==> src/rtl/hdlc_tx_scheduler.sv <==
// Two-requester round-robin frame scheduler for the HDLC Tx path.
// Grants one requester at a time, copies its bytes into the core Tx buffer
// over the register bus, starts transmission and reports per-frame status.
//
// state    | meaning
// ---------+--------------------------------------------------------------
// IDLE     | no owner; arbitrate between requesters
// LOAD     | stream owner bytes into the Tx buffer
// START    | issue Tx_Enable write
// WAIT_TX  | transmission in progress; wait for Tx_Done or owner abort
// ABORT    | issue Tx_AbortFrame write for an in-flight transmission
// WAIT_ABT | wait for the core to acknowledge the abort
// DRAIN    | frame too long; swallow remaining bytes up to Last
// FLUSH    | issue Tx_AbortFrame write to discard buffered bytes
// DONE     | status pulse, release grant, update round-robin pointer
module hdlc_tx_scheduler #(
    parameter int unsigned MAX_BYTES   = 126,
    parameter logic [2:0]  TXSC_ADDR   = 3'd0,
    parameter logic [2:0]  TXBUFF_ADDR = 3'd1
) (
    input  logic            Clk,
    input  logic            Rst,
    input  logic [1:0]      Req_Valid,
    input  logic [1:0][7:0] Req_Data,
    input  logic [1:0]      Req_Last,
    input  logic [1:0]      Req_Abort,
    output logic [1:0]      Req_Ready,
    output logic [1:0]      Grant,
    input  logic            Tx_Full,
    input  logic            Tx_Done,
    input  logic            Tx_AbortedTrans,
    output logic [2:0]      Address,
    output logic            WriteEnable,
    output logic [7:0]      DataIn,
    output logic            Frame_Done,
    output logic            Frame_Aborted,
    output logic            Frame_SizeErr,
    output logic            Busy
);

    localparam int unsigned     CW          = $clog2(MAX_BYTES + 1);
    localparam logic [CW-1:0]   MAX_CNT     = CW'(MAX_BYTES);
    localparam logic [7:0]      CMD_ENABLE  = 8'h02;
    localparam logic [7:0]      CMD_ABORT   = 8'h04;
    // Tx_Done is not trusted for the first two WAIT_TX cycles; the core may
    // still report the previous empty state right after Tx_Enable.
    localparam logic [1:0]      WAIT_IGNORE = 2'd2;

    typedef enum logic [3:0] {
        S_IDLE,
        S_LOAD,
        S_START,
        S_WAIT_TX,
        S_ABORT,
        S_WAIT_ABT,
        S_DRAIN,
        S_FLUSH,
        S_DONE
    } state_t;

    typedef enum logic [1:0] {
        ST_NONE,
        ST_DONE,
        ST_ABORTED,
        ST_SIZEERR
    } status_t;

    state_t        state_q, state_d;
    status_t       status_q, status_d;
    logic [1:0]    grant_q, grant_d;
    logic          last_q, last_d;
    logic [CW-1:0] count_q, count_d;
    logic [1:0]    wait_q, wait_d;
    logic          size_err_q, size_err_d;
    logic          we_q, we_d;
    logic [2:0]    addr_q, addr_d;
    logic [7:0]    din_q, din_d;

    logic          owner;
    logic          accept;
    logic          pick;
    logic [CW-1:0] count_inc;

    assign owner     = grant_q[1];
    assign accept    = Req_Valid[owner] & Req_Ready[owner];
    assign count_inc = count_q + CW'(1);

    // Byte accept for the owner only: LOAD is throttled by buffer space and
    // capacity, DRAIN accepts everything so the requester can finish its frame.
    always_comb begin
        Req_Ready = 2'b00;
        if (state_q == S_LOAD) begin
            Req_Ready[owner] = !Tx_Full && (count_q < MAX_CNT);
        end else if (state_q == S_DRAIN) begin
            Req_Ready[owner] = 1'b1;
        end
    end

    // Next-state, datapath and registered bus write selection.
    always_comb begin
        state_d    = state_q;
        status_d   = status_q;
        grant_d    = grant_q;
        last_d     = last_q;
        count_d    = count_q;
        wait_d     = wait_q;
        size_err_d = size_err_q;
        we_d       = 1'b0;
        addr_d     = addr_q;
        din_d      = din_q;
        pick       = 1'b0;

        case (state_q)
            S_IDLE: begin
                if (Req_Valid != 2'b00) begin
                    if (Req_Valid == 2'b11) begin
                        pick = ~last_q;
                    end else begin
                        pick = Req_Valid[1];
                    end
                    grant_d    = pick ? 2'b10 : 2'b01;
                    count_d    = '0;
                    size_err_d = 1'b0;
                    status_d   = ST_NONE;
                    state_d    = S_LOAD;
                end
            end
            S_LOAD: begin
                if (accept) begin
                    we_d    = 1'b1;
                    addr_d  = TXBUFF_ADDR;
                    din_d   = Req_Data[owner];
                    count_d = count_inc;
                end
                if (Req_Abort[owner]) begin
                    state_d = S_FLUSH;
                end else if (accept && Req_Last[owner]) begin
                    state_d = S_START;
                end else if (accept && (count_inc == MAX_CNT)) begin
                    state_d = S_DRAIN;
                end
            end
            S_START: begin
                we_d    = 1'b1;
                addr_d  = TXSC_ADDR;
                din_d   = CMD_ENABLE;
                wait_d  = WAIT_IGNORE;
                state_d = S_WAIT_TX;
            end
            S_WAIT_TX: begin
                if (Req_Abort[owner]) begin
                    state_d = S_ABORT;
                end else if (wait_q != 2'd0) begin
                    wait_d = wait_q - 2'd1;
                end else if (Tx_Done) begin
                    status_d = ST_DONE;
                    state_d  = S_DONE;
                end
            end
            S_ABORT: begin
                we_d    = 1'b1;
                addr_d  = TXSC_ADDR;
                din_d   = CMD_ABORT;
                state_d = S_WAIT_ABT;
            end
            S_WAIT_ABT: begin
                if (Tx_AbortedTrans) begin
                    status_d = ST_ABORTED;
                    state_d  = S_DONE;
                end
            end
            S_DRAIN: begin
                if (Req_Abort[owner]) begin
                    state_d = S_FLUSH;
                end else if (accept && Req_Last[owner]) begin
                    size_err_d = 1'b1;
                    state_d    = S_FLUSH;
                end
            end
            S_FLUSH: begin
                we_d     = 1'b1;
                addr_d   = TXSC_ADDR;
                din_d    = CMD_ABORT;
                status_d = size_err_q ? ST_SIZEERR : ST_ABORTED;
                state_d  = S_DONE;
            end
            S_DONE: begin
                grant_d = 2'b00;
                last_d  = owner;
                state_d = S_IDLE;
            end
            default: begin
                grant_d = 2'b00;
                state_d = S_IDLE;
            end
        endcase
    end

    // State and datapath registers; reset abandons any frame without a bus write.
    always_ff @(posedge Clk or negedge Rst) begin
        if (!Rst) begin
            state_q    <= S_IDLE;
            status_q   <= ST_NONE;
            grant_q    <= 2'b00;
            last_q     <= 1'b1;
            count_q    <= '0;
            wait_q     <= 2'd0;
            size_err_q <= 1'b0;
            we_q       <= 1'b0;
            addr_q     <= 3'd0;
            din_q      <= 8'd0;
        end else begin
            state_q    <= state_d;
            status_q   <= status_d;
            grant_q    <= grant_d;
            last_q     <= last_d;
            count_q    <= count_d;
            wait_q     <= wait_d;
            size_err_q <= size_err_d;
            we_q       <= we_d;
            addr_q     <= addr_d;
            din_q      <= din_d;
        end
    end

    assign Grant         = grant_q;
    assign WriteEnable   = we_q;
    assign Address       = addr_q;
    assign DataIn        = din_q;
    assign Busy          = (state_q != S_IDLE);
    assign Frame_Done    = (state_q == S_DONE) && (status_q == ST_DONE);
    assign Frame_Aborted = (state_q == S_DONE) && (status_q == ST_ABORTED);
    assign Frame_SizeErr = (state_q == S_DONE) && (status_q == ST_SIZEERR);

endmodule

==> config.mk <==
export PLATFORM = sky130hd
export DESIGN_NAME = hdlc_tx_scheduler
export DESIGN_NICKNAME = d
export VERILOG_FILES = /design/src/rtl/hdlc_tx_scheduler.sv
export SDC_FILE = /design/constraint.sdc
export NUM_CORES = 1
export LEC_CHECK = 0
export ABC_AREA = 1
export CORE_AREA = 3 3 74 62
export CTS_BUF_LIST = sky130_fd_sc_hd__clkbuf_8
export CTS_CLUSTER_DIAMETER = 150
export DETAILED_ROUTE_END_ITERATION = 12
export DIE_AREA = 0 0 77 65
export MAX_ROUTING_LAYER = met4
export PLACE_DENSITY = 0.73
export RECOVER_POWER = 50
export SKIP_LAST_GASP = 1
export SLEW_MARGIN = 20
export SYNTH_ARGS = -nofsm -noshare
export SYNTH_HDL_FRONTEND = slang
export SYNTH_SLANG_ARGS = --single-unit
==> constraint.sdc <==
create_clock -name Clk -period 3.65 [get_ports Clk]
set_clock_uncertainty 0.1 [all_clocks]
set_input_delay 0.73 -clock Clk [delete_from_list [all_inputs] [get_ports Clk]]
set_output_delay 0.73 -clock Clk [all_outputs]
set_load 0.01 [all_outputs]
==> results.toml, run 1 <==
[run_status]
status = "complete, but fails checks"
violations = "max-capacitance violations, max-slew violations"

[grt]
grt_busiest_layer = "met2"
grtUsageMet2 = 0.257
grt_use_total = 0.184
grt_pass1_wl_um = 6950
grt-ovfl-total = 0
met1_usage = 0.243
antenna_found_initial = 0
grt_max_degree = 30
grt_pass1_vias = 1556
use_met3 = 0.0681

[worst_setup_path]
critPathRequiredTime_ns = 2.82
crit_type = "in2out"
cp_max_fo = 3
endpoint_kind = "primary output"
arrival_ns = 2.16
start_kind = "input port"

[clock_network]
clockRootBuffer = "clkbuf_8"
cts.path.max_buffers = 2
cts.htree.levels = 2
clock_sinks = 29
cts_resized = 0
cts_tree = "yes"
post_cts_buffers = 0
cts_buffers = 5
cts_hold_buffers = 0
clk-insertion-delay-late_ns = 0.29
clkSlewWorstSetupHoldPaths_ns = 0.06

[layout]
final_area_mm2 = 0.00241
fillCellCount = 360
drive_above_1_share = 0.125
multi_input_area_um2 = 910
nNetsFinal = 316
register_area_um2 = 727
diodes = 0
area_growth_syn_to_layout_pct = 32.2

[pwr]
ir_drop_v = 0.000356
leakage_nw = 1.14
totalPowerFinal_w = 0.00159
power_density_mw_per_mm2 = 657

[placed_design]
dp_hpwl_um = 3110
place_ws_ns = 0.658
globalplace.congestion = 0.910
place_area_mm2 = 0.00231
io_buffers = 44

[timing]
relSlewSlack = -0.0503
finalHoldViolCount = 0
drv_slew = 30
fmax_mhz = 334
tns_ns = 0
setup_viol = 0
grt_setup_unrepaired = "no"
tightest_slew_ns = 1.58
fin_ws_ns = 0.658
finalCritPeriodShare = 0.820
min_period_ns = 2.99

[floorplan]
fp.dieH_um = 65
initial_core_util = 0.476
core_mm2 = 0.00383
die_area_mm2 = 0.00501
fp-row-count = 20
dieWidth_um = 77
io_pins = 47

[synth]
synth_fa_ha_area_frac = 0.0206
syn_area_per_cell_um2 = 7.70
synthCells = 237
async_flop_share = 1.00
synth-xor-area-share = 0.00480
synth-simple-area-share = 0.298
yosysSeqAreaShare = 0.398
synth_area_mm2 = 0.00182
synthFlopType = "dfrtp_1"
synth_top_family_by_area = "simple AND/OR/NAND/NOR gates"
yosysUniqueCellTypes = 31
synthMuxAreaShare = 0.0329
synth-seq-cells = 29
synth_compound_area_frac = 0.138
yosys_warnings = 0
synth_edf_count = 0

[routing]
first_pass_iters = 4
drc = 0
wirelength_um = 4060
drtAntennaViolNets = 0
vias_per_cell = 4.84
routedWlPerCell_um = 11.9
drt-initial-drc-count = 79
vias = 1655

[worst_hold_path]
hp-class = "reg2reg"

[job]
max_cap_viol_count = 1
area by class of cell:
| type | count | share of cell area |
|---|---|---|
| multi-input combinational | 162 | 0.377 |
| inverter | 43 | 0.0669 |
| clock inverter | 1 | 0.00207 |
| clock buffer | 7 | 0.0399 |
| tap | 55 | 0.0285 |
| sequential | 29 | 0.301 |
| timing repair buffer | 45 | 0.184 |
routing by layer:
metal  up-vias  share of wire
met5         -              0
met4         0          0.017
li1        861              -
met2        47           0.40
met3         6          0.075
met1       741           0.51
state kept, by name, indices dropped and copies added, names as in the netlist:
register,cells
state_q,4
count_q,7
status_q,2
size_err_q,1
last_q,1
Grant,2
wait_q,2
Address,1
DataIn,8
WriteEnable,1
cell families after synthesis:
kind of cell | after synthesis
AOI/OAI and AO/OA | 33
xor gates and xnor gates | 1
adders and majority gates | 3
buffers and inverters | 47
DFF | 29
muxes | 6
other | 1
and+or+nand+nor | 117
layout by cell type (no fill, tap or decap):
cell	instances
a21boi_2	1
a21oi_1	6
a21oi_2	1
clkbuf_1	1
clkbuf_8	7
clkdlybuf4s50_1	36
clkinv_1	1
clkinv_2	1
conb_1	2
dfrtp_1	28
dfstp_2	1
dlygate4sd3_1	8
ha_1	3
inv_1	37
inv_2	5
mux2i_1	6
nand2_1	60
nand2_2	1
nand2_4	3
nand3_1	20
nand3_4	1
nand4_1	2
nor2_1	18
nor2_2	4
nor3_1	6
nor3_2	1
nor3_4	1
o2111ai_1	2
o21ai_0	11
o21ai_1	2
o22ai_1	1
o22ai_2	9
xor2_1	1
metrics by stage:
stage          cells  utilization  hold slack (ns)
2_1_floorplan    238            -            0.334
4_1_cts          342        0.631            0.378
6_report         342        0.630            0.372
5_1_grt          342        0.630            0.410
3_5_place_dp     334        0.605            0.367
3_3_place_gp     334        0.605            0.361
critical path, stage by stage:
cell and delay (ns):
clkdlybuf4s50_1 0.40, inv_1 0.05, nand2_1 0.11, nand2_1 0.13
inv_1 0.06, nor3_1 0.13, clkdlybuf4s50_1 0.56
path summary, 6_finish.rpt:
path | start | to | slack [ns] | cells after the start
worst max-delay path | Tx_Full | Req_Ready[0] | 0.66 | 7
worst min-delay path | wait_q[0] | wait_q[0] | 0.37 | 1
worst max register to register | Grant[1] | DataIn[1] | 1.48 | 7
worst min register to register | wait_q[0] | wait_q[0] | 0.37 | 1
max in group asynchronous | Rst | DataIn[6] | 1.27 | 2
min in group asynchronous | Rst | Grant[0] | 1.27 | 2
report_power, final:
part           switching (W)  leakage [nW]  internal [W]  total, W
combinational       0.000456         0.710      0.000323  0.000779
clock               0.000125        0.0542      0.000170  0.000295
sequential         0.0000990         0.381      0.000412  0.000511
Yosys cell counts, types with 2 or more instances:
library cell,number,area share
inv_1,37,0.076
nor2_1,18,0.037
mux2i_1,6,0.033
o21ai_1,2,0.0055
nand4_1,2,0.0069
nand3_1,20,0.055
nor3_1,6,0.016
dfrtp_1,28,0.38
a21oi_1,6,0.016
buf_4,2,0.0082
nand2_4,3,0.019
inv_2,5,0.010
o22ai_2,9,0.062
ha_1,3,0.021
nand2_1,60,0.12
nor2_2,4,0.014
o21ai_0,11,0.030
o2111ai_1,2,0.0096
Note: power is estimated with default switching activity, not from simulation.
==> inputs of run 2 (changes only) <==
- clock period: 3.65 -> 3.05 ns (I/O delays scaled with it)
==> results.toml, run 2 (same netlist as run 1, synthesis figures left out) <==
[run_status]
status = "complete, but fails checks"
violations = "max-capacitance violations, max-slew violations"

[pwr]
p_comb_frac = 0.525
p_int_w = 0.00104
power_density_mw_per_mm2 = 777
p_clk_frac = 0.156
p_sw_w = 0.000817
leakage_nw = 1.13
netSwitchingFraction = 0.440
ir_drop_v = 0.000492
seqPwrFrac = 0.320

[worst_hold_path]
hp-class = "reg2reg"
hold_start = "wait_q[0]"
hold-path-endpoint = "wait_q[0]"
whs_path_depth = 1

[clock_network]
cts_resized = 0
clk-insertion-delay-late_ns = 0.28
cts.htree.levels = 2
cts_hold_buffers = 0
post_cts_buffers = 0
cts_tree = "yes"
cts_buffers = 5
clock_sinks = 29
clkSlewWorstSetupHoldPaths_ns = 0.06
clockRootBuffer = "clkbuf_8"
cts.path.max_buffers = 2

[grt]
grt_pass1_wl_um = 7280
grt_use_total = 0.189
grt-ovfl-total = 0
grt_pass1_vias = 1622
antenna_found_initial = 0
grt_max_degree = 30

[timing]
min_period_ns = 2.74
tns_ns = 0
finalHoldViolCount = 0
tightest_slew_ns = 1.60
setup_viol = 0
holdWs_ns = 0.376
grt_setup_unrepaired = "no"
finalCritPeriodShare = 0.899
fmax_mhz = 365
drv_slew = 30
relSlewSlack = -0.0694

[layout]
mostFrequentLayoutCells = "60 x nand2_1, 38 x clkdlybuf4s50_1, 37 x inv_1"
final_area_mm2 = 0.00239
layout_commonest_cell = "nand2_1"
area_growth_syn_to_layout_pct = 31.1
diodes = 0
largest_reg_flops = 8
drive_above_1_share = 0.122
nNetsFinal = 317

[worst_setup_path]
critPathRequiredTime_ns = 2.34
rr_endpoint = "DataIn[1]"
cp_max_fo = 3
arrival_ns = 2.03
endpoint_kind = "primary output"
r2r_slack_ns = 1.12
rr_worst_depth = 9
start_kind = "input port"
crit_type = "in2out"
r2r_start = "count_q[3]"

[routing]
drc = 0
wirelength_um = 4210
first_pass_iters = 4
routedWlPerCell_um = 12.3
vias = 1657
vias_per_cell = 4.86
drtAntennaViolNets = 0
drt-initial-drc-count = 91

[placed_design]
dp_hpwl_um = 3240
globalplace.congestion = 0.894
io_buffers = 44
place_area_mm2 = 0.00232

[floorplan]
fp.dieH_um = 65
initial_core_util = 0.476
io_pins = 47
dieWidth_um = 77
core_mm2 = 0.00383
die_area_mm2 = 0.00501
fp-row-count = 20

[job]
max_cap_viol_count = 1
run 2: cell count changes in the layout (fill, tap and decap cells not counted), sizes merged:
cell,change
buf,+1
clkbuf,-2
clkdlybuf4s50,+2
dlygate4sd3,-2
run 2: worst max-delay path by stage:
stage          cells past startpoint  slack (ns)            to       start
5_1_grt                            7        0.20  Req_Ready[1]  state_q[0]
4_1_cts                            7        0.31  Req_Ready[1]     Tx_Full
3_5_place_dp                       7        0.32  Req_Ready[1]     Tx_Full
6_report                           7        0.31  Req_Ready[1]     Tx_Full
2_1_floorplan                      5        1.18  Req_Ready[0]     Tx_Full
3_3_place_gp                       7        0.34  Req_Ready[0]     Tx_Full
run 2: power by group through the flow:
stage	Sequential, W	Clock (W)	Combinational [W]
2_1_floorplan	0.000600	0	0.000641
5_1_grt	0.000611	0.000315	0.00110
6_report	0.000594	0.000289	0.000975
3_5_place_dp	0.000597	0	0.000984
4_1_cts	0.000593	0.000294	0.000988
3_3_place_gp	0.000597	0	0.000967
run 2: per-stage QoR:
stage / cells / setup WS (ns) / util / total power [W]
after global routing: 341 / 0.203 / 0.625 / 0.00202
after floorplan: 238 / 1.18 / - / 0.00124
after global placement: 335 / 0.337 / 0.607 / 0.00156
final: 341 / 0.307 / 0.625 / 0.00186
after CTS: 341 / 0.306 / 0.626 / 0.00188
after detailed placement: 335 / 0.317 / 0.607 / 0.00158
run 2: metal layers:
layer,vias to the layer above,share of wire,routed length [um],track usage
met5,-,0,0,-
met4,0,0.0078,33,0.0400
met3,5,0.074,311,0.0611
met2,40,0.42,1770,0.271
met1,756,0.50,2090,0.264
li1,856,-,-,-
run 2: final cells by class:
cell class / instances / area (um^2)
clock buffers: 5 / 68.8
well taps: 55 / 68.8
repair buffers: 46 / 452
flip-flops and latches: 29 / 727
clock inverters: 1 / 5.00
fillers: 360 / 1440
multi-input cells: 162 / 910
inverters: 43 / 161
run 2: critical path, stage by stage:
cell,delay [ns]
clkdlybuf4s50_1,0.40
inv_1,0.05
nand2_1,0.10
nand2_1,0.12
inv_1,0.06
nor3_1,0.13
clkdlybuf4s50_1,0.56
